`src/rtl/cdc_wr_arbiter.sv`:
```
// cdc_wr_arbiter: round-robin burst arbiter feeding the write port of an async FIFO.
// Rev 1.0
`default_nettype none

module cdc_wr_arbiter #(
  parameter int DATA_WIDTH = 8,
  parameter int NUM_REQ    = 4,
  parameter int BURST_MAX  = 4
) (
  input  logic                          clk_a_i,
  input  logic                          a_rst_ni,
  input  logic                          arb_en_i,
  input  logic [NUM_REQ-1:0]            req_valid_i,
  input  logic [NUM_REQ*DATA_WIDTH-1:0] req_data_i,
  input  logic [NUM_REQ-1:0]            req_last_i,
  output logic [NUM_REQ-1:0]            req_ready_o,
  output logic                          fifo_we_o,
  output logic [DATA_WIDTH-1:0]         fifo_din_o,
  input  logic                          fifo_wrdy_i,
  output logic [$clog2(NUM_REQ)-1:0]    grant_id_o,
  output logic                          busy_o,
  output logic [15:0]                   stat_words_o
);

  localparam int ID_W  = $clog2(NUM_REQ);
  localparam int CNT_W = $clog2(BURST_MAX + 1);

  typedef enum logic {
    IDLE  = 1'b0,
    BURST = 1'b1
  } state_t;

  state_t           state;
  logic [ID_W-1:0]  rr_ptr;
  logic [ID_W-1:0]  grant_id;
  logic [CNT_W-1:0] burst_cnt;
  logic [15:0]      stat_words;

  logic [ID_W-1:0]  pick_id;
  logic [ID_W-1:0]  scan_id;
  logic             pick_found;
  logic [ID_W-1:0]  next_ptr;
  logic             xfer;
  logic             burst_end;

  // First valid requester at or after rr_ptr, wrapping modulo NUM_REQ.
  always_comb begin
    pick_found = 1'b0;
    pick_id    = '0;
    scan_id    = '0;
    for (int i = 0; i < NUM_REQ; i++) begin
      scan_id = ID_W'((int'(rr_ptr) + i) % NUM_REQ);
      if (!pick_found && req_valid_i[scan_id]) begin
        pick_found = 1'b1;
        pick_id    = scan_id;
      end
    end
  end

  assign xfer      = (state == BURST) & req_valid_i[grant_id] & fifo_wrdy_i;
  assign burst_end = xfer & (req_last_i[grant_id] | (burst_cnt == CNT_W'(BURST_MAX - 1)));
  assign next_ptr  = (grant_id == ID_W'(NUM_REQ - 1)) ? '0 : grant_id + 1'b1;

  always_comb begin
    req_ready_o = '0;
    if (state == BURST) begin
      req_ready_o[grant_id] = fifo_wrdy_i;
    end
  end

  assign fifo_we_o    = xfer;
  assign fifo_din_o   = (state == BURST) ? req_data_i[grant_id*DATA_WIDTH +: DATA_WIDTH] : '0;
  assign busy_o       = (state == BURST);
  assign grant_id_o   = grant_id;
  assign stat_words_o = stat_words;

  always_ff @(posedge clk_a_i or negedge a_rst_ni) begin
    if (!a_rst_ni) begin
      state      <= IDLE;
      rr_ptr     <= '0;
      grant_id   <= '0;
      burst_cnt  <= '0;
      stat_words <= '0;
    end else begin
      case (state)
        IDLE: begin
          if (arb_en_i && pick_found) begin
            grant_id  <= pick_id;
            burst_cnt <= '0;
            state     <= BURST;
          end
        end
        BURST: begin
          // Grant is held (no timeout) until last word or the burst limit.
          if (xfer) begin
            stat_words <= stat_words + 16'd1;
            burst_cnt  <= burst_cnt + 1'b1;
            if (burst_end) begin
              state  <= IDLE;
              rr_ptr <= next_ptr;
            end
          end
        end
        default: state <= IDLE;
      endcase
    end
  end

endmodule

`default_nettype wire

```
`config.mk`:
```
export PLATFORM = sky130hd
export DESIGN_NAME = cdc_wr_arbiter
export DESIGN_NICKNAME = d
export VERILOG_FILES = /design/src/rtl/cdc_wr_arbiter.sv
export SDC_FILE = /design/constraint.sdc
export NUM_CORES = 1
export LEC_CHECK = 0
export ABC_AREA = 1
export ABC_CLOCK_PERIOD_IN_PS = 2280
export CAP_MARGIN = 20
export CELL_PAD_IN_SITES_DETAIL_PLACEMENT = 1
export CELL_PAD_IN_SITES_GLOBAL_PLACEMENT = 2
export CORE_UTILIZATION = 23
export CTS_BUF_LIST = sky130_fd_sc_hd__clkbuf_4 sky130_fd_sc_hd__clkbuf_8
export CTS_CLUSTER_DIAMETER = 60
export DETAILED_ROUTE_END_ITERATION = 7
export PLACE_DENSITY = 0.91
export SETUP_SLACK_MARGIN = 0.2
export SLEW_MARGIN = 20
export SYNTH_ARGS = -nofsm -noshare
export SYNTH_HDL_FRONTEND = slang
export SYNTH_SLANG_ARGS = --single-unit
export TNS_END_PERCENT = 30
```
`constraint.sdc`:
```
create_clock -name clk_a_i -period 2.28 [get_ports clk_a_i]
set_input_delay 0.456 -clock clk_a_i [delete_from_list [all_inputs] [get_ports clk_a_i]]
set_output_delay 0.456 -clock clk_a_i [all_outputs]
set_load 0.02 [all_outputs]
```
==> out/metrics.cfg <==
[place]
portBuffers = 75
gp_congestion = 0.777
dp_hpwl_um = 5220
post_dp_cell_area_um2 = 2930

[worst_setup_path]
max_stage_delay_ns = 0.47
slowest_stage = clkdlybuf4s50_1
crit_required_ns = 1.82
path_max_fanout = 2
cp.arrival_ns = 1.59
path_cells = clkdlybuf4s50_1 -> inv_1 -> nand2_1 -> o211ai_1 -> a21oi_4 -> buf_4
endpoint_kind = output pin
path_class = primary input to output pin
startpoint_type = primary input

[sta]
slew_viol_final = 0
fin_crit_sh = 0.899
skew_ns = 0.00397
slew_headroom = 0.629
min_period_ns = 2.05
hold_viol_final = 0
worst_slew_pin_slew_ns = 0.552
rsz0062_at_grt = yes
setup_viol_count_final = 0
fmax_ghz = 0.488
fin_setup_tns_ns = 0

[die]
die_w_um = 95.4
core_um2 = 8340
die_y_um = 95.4
die-area_um2 = 9100
num_rows = 33
start_util = 0.241
io_pins = 76

[detailed_routing]
drt_iter0_drc = 57
wirelength_um = 6750
ant_nets = 0
wirelength_met1_um = 3060
met2_wirelength_um = 3480
wl_per_cell_um = 13.7
met3_length_um = 155
viasPerCell = 4.57
vias = 2246
drc = 0
drt-pass1-iter-count = 4
dr.max_layer_used = met4

[logic_synthesis]
synth_cell_types = 27
syn_nets = 353
postSynthCellCount = 302
ys_ff_latch = 24
ys_seq_area_frac = 0.299
ys_warn_count = 0
syn_area_um2 = 2010
syn_avg_cell_area_um2 = 6.65

[final_layout]
diodes = 0
fin_area_um2 = 3010
drive_gt1_frac = 0.140
final_cell_mix = nand2_1 (74), clkdlybuf4s50_1 (62), nor2_1 (53)
layout.nets = 439
syn_to_final_growth_pct = 50.2
multi_input_comb_area_um2 = 1220
register_area_um2 = 602
num-fill-cells = 1066
layout_commonest_cell = nand2_1

[global_route]
gr-total-overflow = 0
antenna_found_initial = 0
grt.total_usage = 0.159
grt_pass1_vias = 2336
grt_pass1_wl_um = 11400
grt_max_degree = 25

[clocking]
cts_tree = done
numCtsBuffers = 3
clockBufferDepth = 2
cts.reportedPaths.clkPinSlew_ns = 0.09
clkSinkCount = 24
clk_latency_ns = 0.27
cts_root_buf = clkbuf_8
ctsHtreeMaxLevel = 1

[power]
power_mw = 3.36
power_density_nw_per_um2 = 1110
vdd_drop_max_mv = 0.463
leakage_nw = 1.37

[flow_run]
cap_viol_max_count = 0

[outcome]
status = completed

[min_path]
min_path_type = register to register

## registers in the layout (all words and copies together), names as in the netlist
name and flops:
grant_id_o 2, busy_o 1, rr_ptr 2, stat_words_o 16, burst_cnt 3
## worst max-delay path, delay by kind of cell
kind	cells	cell delay [ns]
and+or+nand+nor	1	0.07
AOI/OAI and AO/OA	2	0.37
buffers and inverters	3	0.71
## final cells by class
type                       count  share of cell area
tap                          105              0.0436
clock inverter                 1             0.00996
sequential                    24               0.200
multi-input combinational    235               0.403
timing repair buffer          91               0.289
inverter                      33              0.0411
clock buffer                   3              0.0137
## worst paths after layout
check | slack, ns | endpoint | depth (start not counted) | from
max | 0.23 | fifo_we_o | 6 | req_valid_i[3]
min | 0.52 | burst_cnt[0] | 1 | burst_cnt[0]
max reg2reg | 0.48 | grant_id_o[0] | 11 | rr_ptr[0]
min reg2reg | 0.52 | burst_cnt[0] | 1 | burst_cnt[0]
max in group asynchronous | 1.49 | grant_id_o[0] | 2 | a_rst_ni
min in group asynchronous | 0.53 | stat_words_o[6] | 2 | a_rst_ni
## cells in the mapped netlist (all sizes together)
cell type / count / area share
a21boi: 1 / 0.0037
a21oi: 12 / 0.036
buf: 8 / 0.029
clkbuf: 2 / 0.0037
dfrtp: 24 / 0.30
ha: 7 / 0.044
inv: 33 / 0.062
nand2: 84 / 0.18
nand3: 19 / 0.057
nand4: 2 / 0.0062
nor2: 55 / 0.11
nor3: 6 / 0.015
nor4: 1 / 0.0031
o211ai: 2 / 0.0075
o21ai: 32 / 0.085
xnor2: 5 / 0.022
xor2: 9 / 0.039
## power by group
| group | switching, mW | leakage [nW] | total (mW) | internal, mW |
|---|---|---|---|---|
| clock network | 0.144 | 0.0357 | 0.379 | 0.235 |
| logic | 1.32 | 1.03 | 2.23 | 0.906 |
| registers | 0.196 | 0.295 | 0.754 | 0.558 |
| total | 1.66 | 1.37 | 3.36 | 1.70 |
## layer usage
layer,global-route usage,up-vias
met4,0.0174,0
met5,0,-
li1,-,1126
met1,0.203,1080
met2,0.293,34
met3,0.0199,6
## kinds of logic after synthesis
group | after synthesis | synth area share
AND/OR/NAND/NOR | 167 | 0.369
AO/OA/AOI/OAI | 47 | 0.132
buffers and inverters | 43 | 0.0948
flip-flops | 24 | 0.299
XOR/XNOR | 14 | 0.0611
adder cells (fa/ha/maj) | 7 | 0.0436
## metrics by stage
step	hold WS [ns]	util	std cells	setup slack (ns)
6_report	0.525	0.361	492	0.230
5_1_grt	0.551	0.361	492	0.133
4_1_cts	0.525	0.362	491	0.201
3_5_place_dp	0.512	0.352	485	-0.265
3_3_place_gp	0.493	0.352	485	-0.247
2_1_floorplan	0.160	-	302	0.211
## what timing repair did
item | in CTS | in global routing
gates resized for setup | 33 | 5
setup endpoints to repair | 13 | 14
hold buffers | 0 | 0
setup buffers | 2 | 1
pin swaps | 1 | 0
(Power assumes the default switching activity.)
==> edit, RTL diff (same settings) <==
The parameter `DATA_WIDTH` goes from 8 to 9.
--- a/src/rtl/cdc_wr_arbiter.sv
+++ b/src/rtl/cdc_wr_arbiter.sv
@@ -4,5 +4,5 @@
 
 module cdc_wr_arbiter #(
-  parameter int DATA_WIDTH = 8,
+  parameter int DATA_WIDTH = 9,
   parameter int NUM_REQ    = 4,
   parameter int BURST_MAX  = 4
Interface: changed (resized fifo_din_o and req_data_i); port bits go from 76 to 81. The function was not compared with the original's and may differ.
==> edit against the unedited design <==
  * Sequential cell count unchanged
  * Clock skew up 0.0036 ns
  * Total power down 7.0%
  * First-iteration DRC count down 23%
  * Hold slack worse by 0.0060 ns
  * Combinational power down 4%
  * Clock power down 32%
  * Setup slack worse by 0.056 ns
  * Die area down 3.0%
  * Cell count up 1.4%
  * Cell area down 1.1%
  * Routed wire length down 4.3%
  * Area after synthesis down 3.1%
==> edit: results (changes against the unedited design) <==
| Metric | Value |
|---|---|
| Post-Route M1 WL | `3120 um (+2.1%)` |
| Final wirelength | `6460 um (-4.3%)` |
| Slowest cell on crit path | `dfrtp_2` |
| Post-cts repair resize count | `24 (-27%)` |
| Layout Nets | `451 (+2.7%)` |
| Yosys cell types | `28 (+3.7%)` |
| Net count of the mapped netlist | `358 (+1.4%)` |
| Data buffer area share | `31.1% (+2.2 points)` |
| Gr usage total | `15.0% (-0.91 points)` |
| Final Wtd Congestion | `0.802 (+3.3%)` |
| Status | `finished, final reports clean` |
| Critical-path maximum fanout | `12 (+10)` |
| Layout clock area frac | `1.38% (-0.98 points)` |
| # port buffers | `80 (+6.7%)` |
| Max_slew headroom | `74.4% (+12 points)` |
| Post-synthesis instance total | `303 (+0.33%)` |
| Initial DRC count | `44 (-23%)` |
| Reg area | `603 um^2 (+0.21%)` |
| Clk_skew | `0.00758 ns (+0.00362 ns)` |
| Total Power | `3.12 mW (-7.0%)` |
| Crit path DAT | `1.65 ns (+0.06 ns)` |
| Post-Place Setup Slack | `-0.243 ns (+0.0221 ns)` |
| Comb. pwr | `2.14 mW (-4%)` |
| Global Route met2 Usage | `26.0% (-3.4 points)` |
| First-pass GRT wire length | `10400 um (-8.5%)` |
| Sequential power share | `23.5% (+1.1 points)` |
| DR vias/cell | `4.49 (-1.7%)` |
| Number of setup buffers added after CTS | `0 (-2)` |
| Met1 usage | `19.7% (-0.59 points)` |
| DP HPWL | `5040 um (-3.3%)` |
| Met2 routed WL | `2990 um (-14%)` |
| Met3 usage | `1.70% (-0.29 points)` |
| Register area share after synthesis | `30.9% (+0.96 points)` |
| Invs w/o clock | `30 (-9.1%)` |
## edit: cell count changes after synthesis, sizes merged, moves of 2 or more
| cell | change |
|---|---|
| nor2 | +8 |
| nand2 | -4 |
| inv | -4 |
| o21ai | +3 |
| clkbuf | +2 |
## edit: logic make-up after synthesis
group           share of synthesized area [%]
xor+xnor                                 6.31
compound gates                           13.0
buf+inv                                  9.14
flops                                    30.9
fa+ha+maj                                4.50
simple gates                             36.2
## edit: final timing paths
path | slack (ns) | depth (start not counted) | to | start
worst max-delay path | 0.17 | 6 | req_ready_o[0] | grant_id_o[1]
worst min-delay path | 0.52 | 1 | burst_cnt[0] | burst_cnt[0]
worst max register to register | 0.42 | 10 | burst_cnt[0] | grant_id_o[0]
worst min register to register | 0.52 | 1 | burst_cnt[0] | burst_cnt[0]
max in group asynchronous | 1.47 | 2 | grant_id_o[0] | a_rst_ni
min in group asynchronous | 0.54 | 2 | stat_words_o[9] | a_rst_ni
